`config.mk`:
```
export PLATFORM = sky130hd
export DESIGN_NAME = ucode_loader
export DESIGN_NICKNAME = d
export VERILOG_FILES = /design/src/rtl/ucode_loader.sv
export SDC_FILE = /design/constraint.sdc
export NUM_CORES = 1
export LEC_CHECK = 0
export CORE_ASPECT_RATIO = 0.5
export CORE_MARGIN = 8
export CORE_UTILIZATION = 44
export DETAILED_ROUTE_END_ITERATION = 7
export GPL_ROUTABILITY_DRIVEN = 0
export PLACE_DENSITY = 0.78
export SETUP_SLACK_MARGIN = 0.4
export SLEW_MARGIN = 30
export SYNTH_ARGS = -nofsm -noshare
export SYNTH_HDL_FRONTEND = slang
export SYNTH_SLANG_ARGS = --single-unit
```
`constraint.sdc`:
```
create_clock -name clk -period 2.5 [get_ports clk]
set_input_delay 0.5 -clock clk [delete_from_list [all_inputs] [get_ports clk]]
set_output_delay 0.5 -clock clk [all_outputs]
set_load 0.03 [all_outputs]
```
`src/rtl/ucode_loader.sv`:
```
// Micro-instruction loader: parses a counted, XOR-checksummed byte stream into
// WORD_W-bit words and writes them sequentially from a latched base address.
module ucode_loader #(
    parameter int ADDR_W = 6,
    parameter int WORD_W = 17,
    parameter int DEPTH  = 64
) (
    input  logic              clk,
    input  logic              rst_n,
    input  logic              start,
    input  logic [ADDR_W-1:0] base_addr,
    input  logic              in_valid,
    input  logic [7:0]        in_data,
    output logic              in_ready,
    output logic              wr_en,
    output logic [ADDR_W-1:0] wr_addr,
    output logic [WORD_W-1:0] wr_data,
    output logic              busy,
    output logic              done,
    output logic              err,
    output logic [ADDR_W:0]   words_written
);

    typedef enum logic [2:0] {IDLE, COUNT, B0, B1, B2, WRITE, CSUM} state_t;

    state_t              state_q, state_d;
    logic [ADDR_W-1:0]   base_q, base_d;
    logic [ADDR_W-1:0]   wr_addr_q, wr_addr_d;
    logic [WORD_W-1:0]   wr_data_q, wr_data_d;
    logic [ADDR_W:0]     ww_q, ww_d;
    logic [ADDR_W:0]     n_q, n_d;
    logic [7:0]          csum_q, csum_d;
    logic [7:0]          b0_q, b0_d;
    logic [7:0]          b1_q, b1_d;
    logic                done_q, done_d;
    logic                err_q, err_d;
    logic                xfer;
    logic [ADDR_W:0]     ww_inc;
    logic [ADDR_W+8:0]   end_addr;

    assign in_ready = (state_q == COUNT) || (state_q == B0) || (state_q == B1) ||
                      (state_q == B2) || (state_q == CSUM);
    assign xfer     = in_valid && in_ready;
    assign ww_inc   = ww_q + 1'b1;
    // Wide sum so the range check itself can never overflow.
    assign end_addr = (ADDR_W+9)'(base_q) + (ADDR_W+9)'(in_data);

    always_comb begin
        state_d   = state_q;
        base_d    = base_q;
        wr_addr_d = wr_addr_q;
        wr_data_d = wr_data_q;
        ww_d      = ww_q;
        n_d       = n_q;
        csum_d    = csum_q;
        b0_d      = b0_q;
        b1_d      = b1_q;
        done_d    = 1'b0;
        err_d     = 1'b0;
        case (state_q)
            IDLE: begin
                if (start) begin
                    base_d  = base_addr;
                    csum_d  = '0;
                    ww_d    = '0;
                    state_d = COUNT;
                end
            end
            COUNT: begin
                if (xfer) begin
                    csum_d = csum_q ^ in_data;
                    if (in_data == 8'd0 || end_addr > (ADDR_W+9)'(DEPTH)) begin
                        err_d   = 1'b1;
                        state_d = IDLE;
                    end else begin
                        n_d     = (ADDR_W+1)'(in_data);
                        state_d = B0;
                    end
                end
            end
            B0: begin
                if (xfer) begin
                    b0_d    = in_data;
                    csum_d  = csum_q ^ in_data;
                    state_d = B1;
                end
            end
            B1: begin
                if (xfer) begin
                    b1_d    = in_data;
                    csum_d  = csum_q ^ in_data;
                    state_d = B2;
                end
            end
            B2: begin
                if (xfer) begin
                    if (in_data[7:1] != 7'd0) begin
                        err_d   = 1'b1;
                        state_d = IDLE;
                    end else begin
                        csum_d    = csum_q ^ in_data;
                        wr_data_d = WORD_W'({in_data[0], b1_q, b0_q});
                        wr_addr_d = base_q + ww_q[ADDR_W-1:0];
                        state_d   = WRITE;
                    end
                end
            end
            WRITE: begin
                ww_d    = ww_inc;
                state_d = (ww_inc == n_q) ? CSUM : B0;
            end
            CSUM: begin
                if (xfer) begin
                    if (in_data == csum_q) done_d = 1'b1;
                    else                   err_d  = 1'b1;
                    state_d = IDLE;
                end
            end
            default: state_d = IDLE;
        endcase
    end

    always_ff @(posedge clk or negedge rst_n) begin
        if (!rst_n) begin
            state_q   <= IDLE;
            base_q    <= '0;
            wr_addr_q <= '0;
            wr_data_q <= '0;
            ww_q      <= '0;
            n_q       <= '0;
            csum_q    <= '0;
            b0_q      <= '0;
            b1_q      <= '0;
            done_q    <= 1'b0;
            err_q     <= 1'b0;
        end else begin
            state_q   <= state_d;
            base_q    <= base_d;
            wr_addr_q <= wr_addr_d;
            wr_data_q <= wr_data_d;
            ww_q      <= ww_d;
            n_q       <= n_d;
            csum_q    <= csum_d;
            b0_q      <= b0_d;
            b1_q      <= b1_d;
            done_q    <= done_d;
            err_q     <= err_d;
        end
    end

    assign wr_en         = (state_q == WRITE);
    assign busy          = (state_q != IDLE);
    assign wr_addr       = wr_addr_q;
    assign wr_data       = wr_data_q;
    assign words_written = ww_q;
    assign done          = done_q;
    assign err           = err_q;

endmodule

```
======== Word level (Yosys, flattened, before mapping) ========
Index checks and enable logic that the tools add are counted.
storage, ports and cells
  input port bits ......................... 18
  output and inout port bits .............. 35
  register bits ........................... 72
operators by class
  reductions and logical operators ........ 21
  equality and inequality tests ........... 16
  magnitude comparators ................... 1
  add/sub/neg operators ................... 3
  bitwise operators ....................... 3
  muxes and demuxes ....................... 27
operator list
  operator                                                                          count
  8-bit two-way mux                                                                 4
  3-bit two-way mux                                                                 8
  8-bit one-hot mux with 3 select lines                                             1
  3-bit one-hot mux with 7 select lines                                             1
  2-bit inequality test (second input constant)                                     7
  7-bit one-hot mux with 2 select lines                                             1
  6-bit by 8-bit adder with 9-bit output                                            1
  3-bit equality test (second input constant)                                       3
  9-bit by 7-bit greater-than comparator with 1-bit output (second input constant)  1
  1-bit two-way mux                                                                 9
  8-bit equality test                                                               1
  8-bit logical NOT                                                                 1
  2-bit AND reduction                                                               4
  8-bit bitwise XOR                                                                 1
  7-bit by 1-bit adder with 7-bit output (second input constant)                    1
  7-bit equality test                                                               1
  7-bit two-way mux                                                                 1
  7-bit nonzero test                                                                1
  6-bit adder                                                                       1
  3-bit by 2-bit equality test with 1-bit output (second input constant)            2
  3-bit AND reduction                                                               2
  6-bit AND reduction                                                               1
  3-bit nonzero test                                                                2
  1-bit logical OR                                                                  5
  other kinds (10)                                                                  11

======== Depth between registers and ports, before layout ========
Gate-level depths: netlist (run 1).
  word-level depth ........................ 8
  mapped depth ............................ 8
  depth with buffers taken out ............ 8

======== Worst setup path after synthesis (run 1) ========
OpenSTA, ideal clock, no wires.
  kind .................................... in2reg
  start ................................... in in_data[0]
  end ..................................... reg n_q[0]
  cell stages on the path ................. 8
  data arrival time ....................... 2636 ps
  setup time .............................. 125 ps
  path buffers ............................ 0
  path slack .............................. -261 ps
  path through ............................ ha_1 -> fa_1 -> a211oi_1 -> or2_2 -> o2111ai_1 -> a2111oi_4 -> o21ai_4 -> mux2_4
on the way
  longest elaborated chain between the ends .. 5
  elaborated cells between the ends (all ways) .. 6
RTL lines
  what                                                      line  text
  start, declared                                           13    input logic [7:0] in_data,
  6-bit by 8-bit adder with 9-bit output                    46    assign end_addr = (ADDR_W+9)'(base_q) + (ADDR_W+9)'(in_data);
  9-bit by 7-bit greater-than comparator with 1-bit output  72    if (in_data == 8'd0 || end_addr > (ADDR_W+9)'(DEPTH)) begin
  1-bit logical OR                                          72
  1-bit NOT (no source line)                                --
  3-bit AND reduction (no source line)                      --
  end signal, assigned                                      142   n_q <= n_d;
  end, declared                                             31    logic [ADDR_W:0] n_q, n_d;
Parallel ways exist; a longest one is shown, timed or not.
A chain may end at the register's enable or synchronous reset.

======== Final worst setup path (run 1) ========
Same ends and word-level chain as after synthesis.

==> impl_metrics.env, run 1 <==
export IMPL_status="complete, but fails checks"
export IMPL_violations="setup timing"
export IMPL_yosys_warnings=0
export IMPL_drv_cap=0
export IMPL_cp_arrival_ns=2.81
export IMPL_insertion_delay_ns=0.34
export IMPL_setup_worst_path_start_class="input pin"
export IMPL_clk_pin_slew_ns=0.06
export IMPL_seqPwrFrac_pct=33.9
export IMPL_power_switching_mw=1.748
export IMPL_path_cells="clkdlybuf4s15_1 -> ha_4 -> fa_2 -> xor2_1 -> or3_1 -> a2111oi_4 -> o21ai_4 -> mux2_4"
export IMPL_r2r_setup_slack_ns=-0.08
export IMPL_vias_per_cell=5.356
export IMPL_cts_root_buf="clkbuf_16"
export IMPL_critPathSlowestCell="a2111oi_4"
export IMPL_synth_edf_count=0
export IMPL_numCtsBuffers=9
export IMPL_worstPathMaxFanout=7
export IMPL_syn_nets=348
export IMPL_hold_viol=0
export IMPL_crit_buf_inv=1
export IMPL_diodes=0
export IMPL_wirelength_um=9880
export IMPL_drtAntennaViolNets=0
export IMPL_drive_gt1_share_pct=33.41
export IMPL_die_width_um=145.7
export IMPL_synthCells=316
export IMPL_yosys_area_top_type="dfrtp_1"
export IMPL_grt_pass1_wl_um=15190
export IMPL_crit_start="in_data[0]"
export IMPL_p_int_mw=3.369
export IMPL_fin_crit_ns=2.586
export IMPL_period_share_pct=103.4
export IMPL_cp_end_kind="flip-flop"
export IMPL_path_class="input pin to flip-flop"
export IMPL_r2r_start="base_q[0]"
export IMPL_cts_sinks=72
export IMPL_cp_top_family="compound AO/OA/AOI/OAI gates"
export IMPL_skew_ns=0.003815
export IMPL_grt_use_total_pct=16.40
export IMPL_syn_avg_cell_area_um2=11.70
export IMPL_rsz0062_at_grt="true"
export IMPL_fp_coreArea_um2=8087
export IMPL_grt_overflow=0
export IMPL_synth_seq_cells=72
export IMPL_grt_antenna_before_repair=0
export IMPL_clockBufferDepth=2
export IMPL_drtPass1Iterations=7
export IMPL_rr_worst_depth=7
export IMPL_wire_per_inst_um=18.30
export IMPL_slew_violations=0
export IMPL_synth_top_area_share_pct=48.71
export IMPL_swShare_pct=34.16
export IMPL_grt_pass1_vias=2896
export IMPL_reg2reg_to="n_q[0]"
export IMPL_fmax_ghz=0.3867
export IMPL_maxSlewHeadroom_pct=60.73
export IMPL_start_util_pct=45.74
export IMPL_ys_types=46
export IMPL_leakagePower_nw=2.462
export IMPL_nNetsFinal=455
export IMPL_ios=53
export IMPL_async_flop_share_pct=100.0
export IMPL_clkPwrFrac_pct=27.1
export IMPL_finalHoldWorstSlack_ns=0.1621
export IMPL_grt_max_degree=29
export IMPL_dp_hpwl_um=6800
export IMPL_worst_slack_ns=-0.08615
export IMPL_die_h_um=80.83
export IMPL_p_comb_share_pct=39.0
export IMPL_die_area_um2=11770
export IMPL_setup_viol=9
export IMPL_area_growth_pct=42.83
export IMPL_worstMarginPinSlew_ns=0.5891
export IMPL_htree_levels=3
export IMPL_crit_required_ns=2.72
export IMPL_vias=2892
export IMPL_synth_area_um2=3699
export IMPL_vdd_ir_drop_max_mv=0.4752
export IMPL_crit_path_max_incr_delay_ns=0.45
export IMPL_synth_seq_area_share_pct=48.71
export IMPL_cts_tree="built"
export IMPL_synthFlopType="dfrtp_1"
export IMPL_cellPowerDensity_nw_per_um2=968.6
export IMPL_synthTopCellsByArea="dfrtp_1 (49%), mux2_2 (12%), xnor2_1 (4.3%)"
export IMPL_drc_errors=0
export IMPL_drt_initial_drc_count=239
export IMPL_min_path_type="input pin to asynchronous set/reset pin"
export IMPL_final_util_pct=65.33
export IMPL_row_count=23
export IMPL_io_buffer_count=52
## logic make-up (layout without fill, tap and decap cells)
group / count (synthesis) / count (layout) / share of synthesized area (%)
DFF: 72 / 72 / 48.71
AOI/OAI and AO/OA: 68 / 68 / 12.92
buffers and inverters: 19 / 131 / 2.030
xor gates and xnor gates: 27 / 27 / 6.394
muxes: 46 / 46 / 14.68
and+or+nand+nor: 70 / 70 / 10.11
adders and majority gates: 14 / 14 / 5.142
## power groups by stage
| stage | sequential, mW | combinational (mW) | clock (mW) |
|---|---|---|---|
| CTS | 1.73 | 1.93 | 1.42 |
| detailed placement | 1.75 | 1.87 | 0 |
| global route | 1.77 | 2.15 | 1.46 |
| finish | 1.73 | 2.00 | 1.39 |
| global placement | 1.72 | 1.78 | 0 |
| floorplan | 1.70 | 1.27 | 0 |
## repair_timing
action / in CTS / in global routing
gates resized for setup: 28 / 44
hold buffers: 0 / 0
pin swaps: 5 / 4
gates cloned: 0 / 2
buffers inserted: 0 / 12
hold endpoints to repair: 0 / 0
setup endpoints to repair: 43 / 39
## registers in the layout, indices dropped and copies added (netlist names), 3 cells and up
register and cells:
base_q 6, words_written 7, csum_q 8, b1_q 8, wr_data 17, b0_q 8, n_q 7, wr_addr 6
state_q 3
## final cells by class
cell class,instances,area (um^2)
inverters,11,41.29
fillers,561,2804
clock inverters,7,105.1
multi-input cells,225,1962
well taps,112,140.1
repair buffers,104,1007
clock buffers,9,225.2
flip-flops and latches,72,1802
## cell usage in the layout (no fill, tap or decap), types with 2 or more instances in the layout
cell type	Yosys	final
buf_12	0	2
nor3_1	3	2
nor4_2	1	2
dfrtp_1	72	72
buf_4	0	41
o2bb2ai_1	8	8
nand4_1	3	3
clkdlybuf4s50_1	0	36
a2111oi_4	2	2
xnor2_1	18	18
nand2_1	20	20
inv_1	11	10
o31ai_1	2	2
nand2b_1	9	9
a21o_1	4	4
xor2_1	9	9
a21oi_1	9	9
nor2_1	11	11
buf_2	3	2
mux2_4	7	13
bufinv_16	0	2
ha_4	0	3
buf_6	0	9
o21ai_0	30	29
nand3_1	7	6
clkinv_4	0	3
or3_4	1	2
clkbuf_16	0	11
mux2_2	38	32
dlymetal6s2s_1	0	7
ha_1	12	9
and2_1	4	4
## routing by layer
metal	global-route usage (%)	share of wire, %
met2	29.45	51
met3	4.712	5.1
met1	18.54	42
met5	0	0
met4	6.797	2.1
## cells in the mapped netlist (4+ instances only)
cell,count
clkbuf_1,5
nand2b_1,9
nand3_1,7
a21o_1,4
inv_1,11
ha_1,12
mux2_2,38
xor2_1,9
dfrtp_1,72
nand2_1,20
o21ai_0,30
xnor2_1,18
nor2_1,11
o2bb2ai_1,8
mux2_4,7
a21oi_1,9
and2_1,4
## worst max path at each step
stage / cells past startpoint / endpoint
after floorplan: 8 / n_q[0]
after global placement: 9 / n_q[5]
after detailed placement: 9 / n_q[0]
after CTS: 7 / n_q[0]
after global routing: 8 / n_q[5]
final: 8 / n_q[0]
## per-stage QoR
step | std cells | setup WS [ns] | power [mW] | instance area [um^2] | TNS [ns]
global placement | 510 | -0.6015 | 3.495 | 4658 | -7.796
floorplan | 316 | -0.01909 | 2.965 | 3760 | -0.1336
finish | 540 | -0.08615 | 5.117 | 5283 | -0.6237
global route | 540 | -0.1680 | 5.390 | 5283 | -1.357
detailed placement | 510 | -0.7077 | 3.617 | 4658 | -10.28
CTS | 526 | -0.07286 | 5.078 | 5045 | -0.5101
Power figures use the tool's default switching activity.
==> run 2, diff against run 1 <==
--- a/config.mk
+++ b/config.mk
@@ -6,11 +6,11 @@
 export NUM_CORES = 1
 export LEC_CHECK = 0
 export CORE_ASPECT_RATIO = 0.5
-export CORE_MARGIN = 8
+export CORE_MARGIN = 2
 export CORE_UTILIZATION = 44
 export DETAILED_ROUTE_END_ITERATION = 7
 export GPL_ROUTABILITY_DRIVEN = 0
-export PLACE_DENSITY = 0.78
+export PLACE_DENSITY = 0.76
 export SETUP_SLACK_MARGIN = 0.4
 export SLEW_MARGIN = 30
 export SYNTH_ARGS = -nofsm -noshare
==> constraint.sdc (replaced) <==
create_clock -name clk -period 2.4 [get_ports clk]
set_input_delay 0.48 -clock clk [delete_from_list [all_inputs] [get_ports clk]]
set_output_delay 0.48 -clock clk [all_outputs]
set_load 0.03 [all_outputs]
==> run 2 against run 1 <==
Effect of this change:
- the flow still finishes with violations (setup timing)
- total power rose by 2.8%
- setup slack got worse by 0.10 ns
- clock power fell by 4%
- global-route usage rose by 5.3 points
- sequential power rose by 4%
- sequential share of layout area rose by 0.81 points
- register-to-register slack got worse by 0.11 ns
- largest cell class unchanged
- largest power group unchanged
==> impl_metrics.env, run 2 (synthesis results as in run 1) <==
export IMPL_die_h_um=68.83
export IMPL_largest_reg_flops=17
export IMPL_path_class="flip-flop to flip-flop"
export IMPL_wirelength_um=8997
export IMPL_worstPathMaxFanout=3
export IMPL_critPathSlowestCell="a2111oi_4"
export IMPL_crit_path_max_incr_delay_ns=0.44
export IMPL_place_ws_ns=-0.7672
export IMPL_violations="setup timing"
export IMPL_drv_cap=0
export IMPL_drtAntennaViolNets=0
export IMPL_setup_worst_path_start_class="flip-flop"
export IMPL_htree_levels=3
export IMPL_reg2reg_to="n_q[0]"
export IMPL_clk_pin_slew_ns=0.06
export IMPL_vdd_ir_drop_max_mv=0.4346
export IMPL_grt_max_degree=73
export IMPL_crit_required_ns=2.62
export IMPL_nNetsFinal=451
export IMPL_drtPass1Iterations=4
export IMPL_cp_depth=8
export IMPL_row_count=23
export IMPL_rsz0062_at_grt="true"
export IMPL_grt_pass1_wl_um=14900
export IMPL_final_util_pct=63.86
export IMPL_slew_violations=0
export IMPL_worst_slack_ns=-0.1859
export IMPL_die_width_um=133.7
export IMPL_cp_top_family="compound AO/OA/AOI/OAI gates"
export IMPL_r2r_setup_slack_ns=-0.19
export IMPL_drive_gt1_share_pct=33.73
export IMPL_grt_overflow=0
export IMPL_io_buffer_count=52
export IMPL_insertion_delay_ns=0.33
export IMPL_worstMarginPinSlew_ns=0.5693
export IMPL_cts_sinks=72
export IMPL_layout_cells_non_filler=536
export IMPL_final_cell_mix="dfrtp_1 (71), mux2_2 (37), buf_4 (36), clkdlybuf4s50_1 (34), o21ai_0 (28)"
export IMPL_ios=53
export IMPL_min_path_type="input pin to asynchronous set/reset pin"
export IMPL_r2r_start="base_q[1]"
export IMPL_path_cells="ha_1 -> a21o_1 -> and4_2 -> or3_4 -> a2111oi_4 -> o21ai_4 -> buf_6 -> mux2_4"
export IMPL_fin_crit_ns=2.586
export IMPL_start_util_pct=45.74
export IMPL_drt_initial_drc_count=170
export IMPL_cellPowerDensity_nw_per_um2=1019
export IMPL_fp_coreArea_um2=8087
export IMPL_area_growth_pct=39.61
export IMPL_vias_per_cell=5.325
export IMPL_hold_viol=0
export IMPL_grt_use_total_pct=21.70
export IMPL_vias=2854
export IMPL_fmax_ghz=0.3867
export IMPL_clockBufferDepth=2
export IMPL_power_mw=5.261
export IMPL_crit_buf_inv=1
export IMPL_mostFrequentLayoutCell="dfrtp_1"
export IMPL_skew_ns=0.006485
export IMPL_grt_pass1_vias=2974
export IMPL_rr_worst_depth=8
export IMPL_dp_hpwl_um=6360
export IMPL_cts_tree="built"
export IMPL_numCtsBuffers=9
export IMPL_cp_end_kind="flip-flop"
export IMPL_setup_viol=9
export IMPL_wire_per_inst_um=16.79
export IMPL_status="complete, but fails checks"
export IMPL_die_area_um2=9200
export IMPL_grt_antenna_before_repair=0
export IMPL_diodes=0
export IMPL_placed_cells=511
export IMPL_cts_root_buf="clkbuf_16"
export IMPL_cp_arrival_ns=2.80
export IMPL_period_share_pct=107.7
export IMPL_drc_errors=0
export IMPL_maxSlewHeadroom_pct=61.70
export IMPL_leakagePower_nw=2.343
[run 2: worst max-delay path by stage]
| stage | from | to | slack, ns |
|---|---|---|---|
| after global routing | base_q[1] | n_q[4] | -0.27 |
| after global placement | in_data[0] | n_q[6] | -0.68 |
| after detailed placement | in_data[0] | n_q[0] | -0.77 |
| after CTS | base_q[0] | n_q[0] | -0.15 |
| after floorplan | in_data[0] | n_q[0] | -0.1 |
| final | base_q[1] | n_q[0] | -0.19 |
[run 2: through the flow]
| stage | setup TNS, ns | hold slack, ns | instance area (um^2) |
|---|---|---|---|
| after floorplan | -0.6936 | 0.1844 | 3769 |
| after global placement | -12.01 | 0.4606 | 4696 |
| after detailed placement | -12.89 | 0.4677 | 4696 |
| after CTS | -1.142 | 0.1730 | 5119 |
| after global routing | -2.187 | 0.1839 | 5164 |
| final | -1.505 | 0.1571 | 5164 |
[run 2: where the power goes]
group          internal [mW]  leakage (nW)  switching, mW
Sequential              1.54         0.944          0.256
Combinational           1.10          1.26           1.04
Clock                  0.807         0.135          0.518
[run 2: timing repair]
| action | CTS | global route |
|---|---|---|
| endpoints found under the setup margin | 48 | 44 |
| pin swaps | 7 | 4 |
| cloned | 1 | 0 |
| buffers inserted | 4 | 4 |
| hold buffers | 0 | 0 |
| gates resized for setup | 47 | 22 |
[run 2: area by class of cell]
cell class                 instances  area (um^2)
inverter                          11        41.29
clock inverter                     6        70.07
timing repair buffer             100        898.4
tap                              112        140.1
multi-input combinational        225         1982
fill                             599         2923
sequential                        72         1803
clock buffer                      10        229.0
[run 2: routing by layer]
layer  GRT usage [%]  up-vias  part of all wire (%)
met4           8.777        0                   2.1
met1           26.24     1416                    45
li1                -     1345                     -
met2           38.79       71                    49
met5               0        -                     0
met3           5.117       22                   3.8
==> run 3, diff against run 2 <==
==> constraint.sdc (replaced) <==
create_clock -name clk -period 2.4 [get_ports clk]
set_input_delay 0.48 -clock clk [delete_from_list [all_inputs] [get_ports clk]]
set_output_delay 0.48 -clock clk [all_outputs]
set_load 0.05 [all_outputs]
==> run 3 against run 2 <==
Effect of this change:
- the run still ends with setup timing left
- via count increased by 1.5%
- utilization increased by 1.6 points
- maximum frequency decreased by 2.3%
- final cell count decreased by 0.75%
- combinational power increased by 7%
- die area unchanged
- total power increased by 4.9%
- sequential share of layout area decreased by 0.83 points
- clock skew decreased by 0.00096 ns
- critical path depth increased by 1
- sequential cell count unchanged
- critical path type unchanged
- largest cell class unchanged
- largest power group unchanged
==> impl_metrics.env, run 3 (synthesis results as in run 1) <==
export IMPL_die_width_um=133.7
export IMPL_fp_coreArea_um2=8087
export IMPL_drc_errors=0
export IMPL_setup_worst_path_start_class="flip-flop"
export IMPL_clk_pin_slew_ns=0.06
export IMPL_diodes=0
export IMPL_clockBufferDepth=2
export IMPL_final_area_um2=5290
export IMPL_swShare_pct=34.83
export IMPL_r2r_setup_slack_ns=-0.25
export IMPL_p_comb_share_pct=41.6
export IMPL_period_share_pct=110.3
export IMPL_path_cells="ha_4 -> fa_2 -> a211oi_4 -> nor2_1 -> xor2_1 -> a2111oi_4 -> o21ai_4 -> buf_12 -> mux2_4"
export IMPL_grt_pass1_vias=2977
export IMPL_status="complete, but fails checks"
export IMPL_start_util_pct=45.74
export IMPL_nFillCells=591
export IMPL_drv_cap=0
export IMPL_largest_reg_flops=17
export IMPL_wire_per_inst_um=18.09
export IMPL_grt_max_degree=51
export IMPL_htree_levels=3
export IMPL_crit_buf_inv=1
export IMPL_seqPwrFrac_pct=32.7
export IMPL_vias=2896
export IMPL_cp_end_kind="flip-flop"
export IMPL_reg2reg_to="n_q[6]"
export IMPL_area_growth_pct=43.03
export IMPL_setup_viol=9
export IMPL_crit_path_max_incr_delay_ns=0.43
export IMPL_violations="setup timing"
export IMPL_final_util_pct=65.42
export IMPL_row_count=23
export IMPL_io_buffer_count=52
export IMPL_fmax_ghz=0.3778
export IMPL_grt_use_total_pct=21.93
export IMPL_rsz0062_at_grt="true"
export IMPL_leakagePower_nw=2.635
export IMPL_critPathSlowestCell="dfrtp_1"
export IMPL_r2r_start="base_q[0]"
export IMPL_dp_hpwl_um=6534
export IMPL_worstPathMaxFanout=7
export IMPL_fin_crit_ns=2.647
export IMPL_power_switching_mw=1.922
export IMPL_slew_violations=0
export IMPL_grt_overflow=0
export IMPL_wirelength_um=9626
export IMPL_cts_tree="built"
export IMPL_die_area_um2=9200
export IMPL_min_path_type="input pin to asynchronous set/reset pin"
export IMPL_final_cell_mix="dfrtp_1 (71), mux2_2 (37), buf_4 (32), o21ai_0 (25), nand2_1 (19)"
export IMPL_ios=53
export IMPL_nNetsFinal=448
export IMPL_cp_top_family="compound AO/OA/AOI/OAI gates"
export IMPL_drt_initial_drc_count=156
export IMPL_grt_pass1_wl_um=14990
export IMPL_cts_root_buf="clkbuf_16"
export IMPL_cts_sinks=72
export IMPL_drtPass1Iterations=4
export IMPL_drive_gt1_share_pct=34.29
export IMPL_skew_ns=0.005523
export IMPL_p_int_mw=3.596
export IMPL_vias_per_cell=5.444
export IMPL_mostFrequentLayoutCell="dfrtp_1"
export IMPL_clkPwrFrac_pct=25.8
export IMPL_insertion_delay_ns=0.33
export IMPL_cellPowerDensity_nw_per_um2=1043
export IMPL_worstMarginPinSlew_ns=0.5229
export IMPL_crit_required_ns=2.62
export IMPL_cp_arrival_ns=2.87
export IMPL_worst_slack_ns=-0.2469
export IMPL_maxSlewHeadroom_pct=64.82
export IMPL_postPlaceCellArea_um2=4686
export IMPL_path_class="flip-flop to flip-flop"
export IMPL_rr_worst_depth=9
export IMPL_grt_antenna_before_repair=0
export IMPL_hold_viol=0
export IMPL_numCtsBuffers=9
export IMPL_die_h_um=68.83
export IMPL_drtAntennaViolNets=0
export IMPL_vdd_ir_drop_max_mv=0.5129
run 3: cell types whose count changed in the layout (fill, tap and decap cells not counted), sizes merged:
cell	before	now
clkbuf	14	12
bufinv	1	2
buf	52	50
clkdlybuf4s50	34	15
dlymetal6s2s	1	14
clkinvlp	3	2
dlygate4sd2	9	14
inv	11	10
clkdlybuf4s15	0	2
run 3: worst max path at each step:
stage	cells past startpoint	to	from	slack [ns]
floorplan	8	n_q[0]	in_data[0]	-0.1
global placement	9	n_q[6]	in_data[0]	-0.69
detailed placement	9	n_q[6]	in_data[0]	-0.75
CTS	8	n_q[6]	base_q[0]	-0.15
global route	9	n_q[6]	base_q[0]	-0.31
finish	9	n_q[6]	base_q[0]	-0.25
run 3: power by group through the flow:
stage	clock network, mW	registers [mW]	logic (mW)
6_report	1.42	1.80	2.29
4_1_cts	1.46	1.80	2.17
3_3_place_gp	0	1.78	1.94
5_1_grt	1.51	1.85	2.46
3_5_place_dp	0	1.81	2.03
2_1_floorplan	0	1.80	1.37
run 3: metrics by stage:
stage / instances / setup WS (ns) / total power, mW / TNS [ns] / hold slack, ns
finish: 532 / -0.2469 / 5.519 / -2.002 / 0.1139
global route: 532 / -0.3141 / 5.820 / -2.534 / 0.1555
CTS: 527 / -0.1462 / 5.431 / -1.079 / 0.1184
detailed placement: 508 / -0.7463 / 3.838 / -14.09 / 0.4785
global placement: 508 / -0.6888 / 3.720 / -12.01 / 0.4607
floorplan: 316 / -0.09909 / 3.167 / -0.6936 / 0.1844
run 3: timing repair:
action	4_1_cts	5_1_grt
pin swaps	7	4
buffers inserted	3	5
resized for setup	53	36
setup endpoints to repair	54	54
hold buffers	0	0
cloned	1	0
run 3: routing by layer:
layer  up-vias  part of all wire, %  global-route usage (%)
met5         -                    0                       0
met3        18                  5.7                   4.825
met1      1440                   43                   27.36
met2       104                   49                   38.53
li1       1334                    -                       -
met4         0                  1.8                   8.511
run 3: layout make-up:
class | instances | area, um^2 | share of cell area, %
sequential | 72 | 1803 | 34.08
timing repair buffer | 97 | 963.4 | 18.21
tap | 112 | 140.1 | 2.649
inverter | 11 | 47.55 | 0.8988
clock buffer | 10 | 239.0 | 4.518
clock inverter | 5 | 81.33 | 1.537
multi-input combinational | 225 | 2016 | 38.10
